**src/rtl/alu_issue_stage.sv**
```systemverilog
// alu_issue_stage: operand fetch, issue register and writeback around an
// external combinational ALU. One instruction per cycle, 8x32 register file
// with r0 hardwired to zero, single-level forwarding from the issue slot.
module alu_issue_stage #(
   parameter int unsigned NREG = 8
) (
   input  logic        clk,
   input  logic        rst_n,
   input  logic        in_valid,
   output logic        in_ready,
   input  logic [3:0]  in_op,
   input  logic [2:0]  in_rd,
   input  logic [2:0]  in_rs1,
   input  logic [2:0]  in_rs2,
   input  logic        in_use_imm,
   input  logic [15:0] in_imm,
   input  logic        stall,
   output logic [31:0] alu_a,
   output logic [31:0] alu_b,
   output logic [3:0]  alu_op,
   input  logic [31:0] alu_res,
   input  logic        alu_n,
   input  logic        alu_z,
   input  logic        alu_c,
   input  logic        alu_v,
   output logic        wb_valid,
   output logic [2:0]  wb_rd,
   output logic [31:0] wb_data,
   output logic [3:0]  flags,
   output logic        err,
   input  logic [2:0]  dbg_addr,
   output logic [31:0] dbg_data
);

   localparam logic [3:0] OP_MAX = 4'b0101;

   logic [31:0] rf [NREG];

   logic        iss_valid;
   logic        iss_legal;
   logic [2:0]  iss_rd;

   logic        accept;
   logic        fwd_ok;
   logic        illegal_retire;
   logic [31:0] imm_ext;
   logic [31:0] opa;
   logic [31:0] opb;

   assign in_ready       = ~stall;
   assign accept         = in_valid & ~stall;
   assign fwd_ok         = iss_valid & iss_legal & (iss_rd != 3'd0);
   assign wb_valid       = iss_valid & iss_legal & ~stall;
   assign illegal_retire = iss_valid & ~iss_legal & ~stall;
   assign wb_rd          = iss_rd;
   assign wb_data        = alu_res;
   assign imm_ext        = {{16{in_imm[15]}}, in_imm};
   assign dbg_data       = (dbg_addr == 3'd0) ? '0 : rf[dbg_addr];

   // Operand selection: r0 reads zero; the instruction in the issue slot
   // retires on the same edge as this accept, so its result is forwarded.
   always_comb begin
      opa = '0;
      opb = '0;
      if (in_rs1 != 3'd0) begin
         if (fwd_ok && (in_rs1 == iss_rd)) opa = alu_res;
         else                              opa = rf[in_rs1];
      end
      if (in_use_imm) begin
         opb = imm_ext;
      end else if (in_rs2 != 3'd0) begin
         if (fwd_ok && (in_rs2 == iss_rd)) opb = alu_res;
         else                              opb = rf[in_rs2];
      end
   end

   // Issue register: load on accept, drop valid when idle, hold on stall.
   always_ff @(posedge clk or negedge rst_n) begin
      if (!rst_n) begin
         iss_valid <= 1'b0;
         iss_legal <= 1'b0;
         iss_rd    <= '0;
         alu_a     <= '0;
         alu_b     <= '0;
         alu_op    <= '0;
      end else if (!stall) begin
         if (accept) begin
            iss_valid <= 1'b1;
            iss_legal <= (in_op <= OP_MAX);
            iss_rd    <= in_rd;
            alu_a     <= opa;
            alu_b     <= opb;
            alu_op    <= in_op;
         end else begin
            iss_valid <= 1'b0;
         end
      end
   end

   // Register file writeback; entry 0 is never written so it stays zero.
   always_ff @(posedge clk or negedge rst_n) begin
      if (!rst_n) begin
         for (int unsigned i = 0; i < NREG; i++) rf[i] <= '0;
      end else if (wb_valid && (iss_rd != 3'd0)) begin
         rf[iss_rd] <= alu_res;
      end
   end

   // Flag register follows every legal writeback, including writes to r0.
   always_ff @(posedge clk or negedge rst_n) begin
      if (!rst_n)        flags <= '0;
      else if (wb_valid) flags <= {alu_n, alu_z, alu_c, alu_v};
   end

   // Sticky error on retirement of an illegal opcode.
   always_ff @(posedge clk or negedge rst_n) begin
      if (!rst_n)              err <= 1'b0;
      else if (illegal_retire) err <= 1'b1;
   end

endmodule

```
**config.mk**
```make
export PLATFORM = sky130hd
export DESIGN_NAME = alu_issue_stage
export DESIGN_NICKNAME = d
export VERILOG_FILES = /design/src/rtl/alu_issue_stage.sv
export SDC_FILE = /design/constraint.sdc
export NUM_CORES = 1
export LEC_CHECK = 0
export BUFFER_PORTS_ARGS = -buffer_cell sky130_fd_sc_hd__buf_4
export CAP_MARGIN = 20
export CORE_MARGIN = 10
export CORE_UTILIZATION = 50
export CTS_CLUSTER_DIAMETER = 40
export DETAILED_ROUTE_END_ITERATION = 6
export PLACE_DENSITY = 0.81
export SLEW_MARGIN = 40
export SYNTH_ARGS = -nofsm -noshare
export SYNTH_HDL_FRONTEND = slang
export SYNTH_SLANG_ARGS = --single-unit
```
**constraint.sdc**
```tcl
create_clock -name clk -period 3.5 [get_ports clk]
set_input_delay 0.875 -clock clk [delete_from_list [all_inputs] [get_ports clk]]
set_output_delay 0.875 -clock clk [all_outputs]
set_load 0.005 [all_outputs]
```
==> flow_summary.toml <==
[grt]
first_global_vias = 15513
first_pass_grt_wire_length_um = 93700
grt_start_max_net_pins = 70
global_route.overflow_total = 0
grtUsageTotal = 0.269
grt_antenna_before_repair = 1

[detailed_routing]
initialDrtViolationCount = 2156
drtAntennaViolNets = 0
route.vias.total = 15270
detail_route.first_pass.iterations = 5
detail_route.wirelength_um = 60800
drt_drc_violations_left = 0
drt-wirelength-per-cell_um = 27.7
post_drt_via_cell_ratio = 6.95

[sta]
setup_viol = 0
setup_repair_after_global_routing_missed_its_margin = "false"
fin_tns_setup_ns = 0
final-hold-violation-count = 0
worst_slew_pin_slew_ns = 0.840
maxSlewHeadroom = 0.439
worst_hold_slack_ns = 0.310
worst_clock_skew_ns = 0.0170
final_period_minus_worst_setup_slack_ns = 3.26
timing.final.max_slew_violations = 0
maxClockFrequency_mhz = 306
layout_worst_path_cycle_share = 0.932

[clock_tree]
cts_hold_repair.buffers = 0
cts-resized-gates = 0
clkLatencyLatePin_ns = 0.56
root_buffer = "sky130_fd_sc_hd__clkbuf_16"
number_of_setup_buffers_added_after_cts = 0
clkSlewWorstSetupHoldPaths_ns = 0.05
cts_inserted_buffers = 45
cts.htree.levels = 2
cts.sink_count = 302
cts.path.max_buffers = 3
tritoncts = "yes"

[worst_setup_path]
worst_r2r_endpoint = "alu_b[18]$_DFFE_PN0P_"
type_of_the_worst_setup_path = "primary input to output pin"
critPathRequiredTime_ns = 2.62
cp-end-kind = "output pin"
critical_path_arrival_ns = 2.39
reg2reg_from = "wb_rd[2]$_DFFE_PN0P_"
r2r_setup_slack_ns = 0.81
worst_r2r_path_depth = 5
critPathLaunchType = "primary input"
critPathMaxFanout = 21

[pwr]
power.ir.vdd_worst_uv = 333
proportion_of_power_drawn_by_flip_flops_and_latches = 0.396
switching_share = 0.307
p_leak_nw = 9.50
cellInternalPower_mw = 8.81
p_total_mw = 12.7
clock_power_share = 0.378
comb_power_share = 0.226
power.density_cell_area_nw_per_um2 = 604
switching_power_mw = 3.90

[floorplan]
floorplan.initialDensity = 0.509
core.rowCount = 68
die-area_um2 = 43200
num_io_pins = 215
die_width_um = 208
coreArea_um2 = 34600
die_h_um = 208

[layout]
final_common_cell = "sky130_fd_sc_hd__dfrtp_1"
num-nets-final = 1779
final_area_um2 = 21000
finish.utilization = 0.607
mostFrequentLayoutCells = "sky130_fd_sc_hd__dfrtp_1 (302), sky130_fd_sc_hd__buf_4 (257), sky130_fd_sc_hd__mux2_2 (235)"
number_of_filler_cells_placed_in_the_layout = 2660
insertedDiodeCount = 0
drive_gt1_frac = 0.398
areaGrowthSynthToFinish_pct = 19.3

[job]
timing.max_cap.violations = 0

[place]
gp_routability_congestion = 0.886
port-buffer-count = 214
placement.cell_area_um2 = 19400
place.detailed.hpwl_um = 36900

[yosys]
synthDominantCellAreaShare = 0.429
synth_top_flop_cell = "sky130_fd_sc_hd__dfrtp_1"
synth_seq_cells = 302
synth_top_area_cell = "sky130_fd_sc_hd__dfrtp_1"
post_synth.cell_area_avg_um2 = 11.1
synth.cell_area_um2 = 17600
netlist_top_cells_area = "sky130_fd_sc_hd__dfrtp_1 (43%), sky130_fd_sc_hd__mux2_2 (15%), sky130_fd_sc_hd__mux4_2 (4.5%)"
synth.yosys.warnings = 0
yosysUniqueCellTypes = 62
synth_edf_count = 0
ys_seq_area_frac = 0.429
cell_count_after_synthesis = 1591
mappedNetlistNets = 1664
synth_async_sr_flop_share = 1.00

[min_path]
hp-class = "primary input to asynchronous set/reset pin"

[run_status]
status = "complete, no violations"
==> metal layers <==
layer | routed length (um) | up-vias | track usage
met5 | 18 | - | 0
met4 | 2520 | 2 | 0.124
met3 | 7790 | 227 | 0.0851
met2 | 27000 | 1164 | 0.406
met1 | 23500 | 7583 | 0.347
li1 | - | 6294 | -
==> power by group through the flow <==
stage	Sequential (mW)	Clock (mW)	Combinational, mW
CTS	4.98	4.81	2.87
global route	5.11	4.97	3.11
detailed placement	5.02	0	2.83
global placement	4.97	0	2.75
finish	5.03	4.80	2.88
floorplan	4.79	0	1.89
==> kinds of logic (layout without fill, tap and decap cells) <==
kind of cell / after synthesis / after routing / share of synthesized area
and+or+nand+nor: 218 / 218 / 0.0609
DFF: 302 / 302 / 0.429
muxes: 336 / 336 / 0.241
buffers and inverters: 276 / 427 / 0.0751
xor gates and xnor gates: 6 / 6 / 0.00298
AOI/OAI and AO/OA: 453 / 453 / 0.191
==> cell type report <==
cell class / count / area, um^2 / share of cell area
Clock inverter: 31 / 367 / 0.0174
Tap cell: 455 / 569 / 0.0271
Sequential cell: 302 / 7560 / 0.359
Clock buffer: 52 / 1230 / 0.0587
Timing Repair Buffer: 273 / 2240 / 0.107
Inverter: 71 / 268 / 0.0127
Multi-Input combinational cell: 1013 / 8800 / 0.418
==> through the flow <==
step                      setup slack (ns)  instances
after floorplan                      0.452       1591
after CTS                            0.248       2197
after global placement               0.285       2114
final                                0.237       2197
after detailed placement             0.258       2114
after global routing                 0.195       2197
==> cell usage after synthesis, drive strengths merged (4+ instances only) <==
cell type / instances
dfrtp: 302
mux2: 269
buf: 115
clkbuf: 90
nand2: 77
o21ai: 70
inv: 69
o22ai: 64
nor2: 61
a21oi: 53
o221ai: 47
a221oi: 43
mux4: 35
mux2i: 32
a32oi: 30
a2bb2oi: 21
nor3: 20
a2111oi: 18
a211oi: 16
o311ai: 15
o31a: 15
and3b: 13
o211ai: 12
nand3: 11
or3: 11
a31o: 10
o32ai: 10
o31ai: 9
o22a: 8
xnor2: 6
nand3b: 5
and2: 4
o2bb2ai: 4
==> worst max path at each step <==
stage	depth (start not counted)	start	endpoint	slack [ns]
finish	6	dbg_addr[0]	dbg_data[22]	0.24
global route	6	dbg_addr[0]	dbg_data[22]	0.19
CTS	6	dbg_addr[0]	dbg_data[27]	0.25
detailed placement	6	dbg_addr[0]	dbg_data[27]	0.26
global placement	6	dbg_addr[0]	dbg_data[27]	0.29
floorplan	5	dbg_addr[1]	dbg_data[14]	0.45
==> critical path, stage by stage <==
cell                      delay (ns)
sky130_fd_sc_hd__buf_4          0.35
sky130_fd_sc_hd__buf_4          0.26
sky130_fd_sc_hd__mux4_2         0.50
sky130_fd_sc_hd__inv_1          0.08
sky130_fd_sc_hd__a21oi_1        0.10
sky130_fd_sc_hd__buf_4          0.19
==> sequential cells by signal, summed over array words and instances, names as in the netlist <==
name	flops
flags	4
err	1
alu_op	4
iss_valid	1
wb_rd	3
rf	224
alu_b	32
iss_legal	1
alu_a	32
Note: power is estimated with default switching activity, not from simulation.
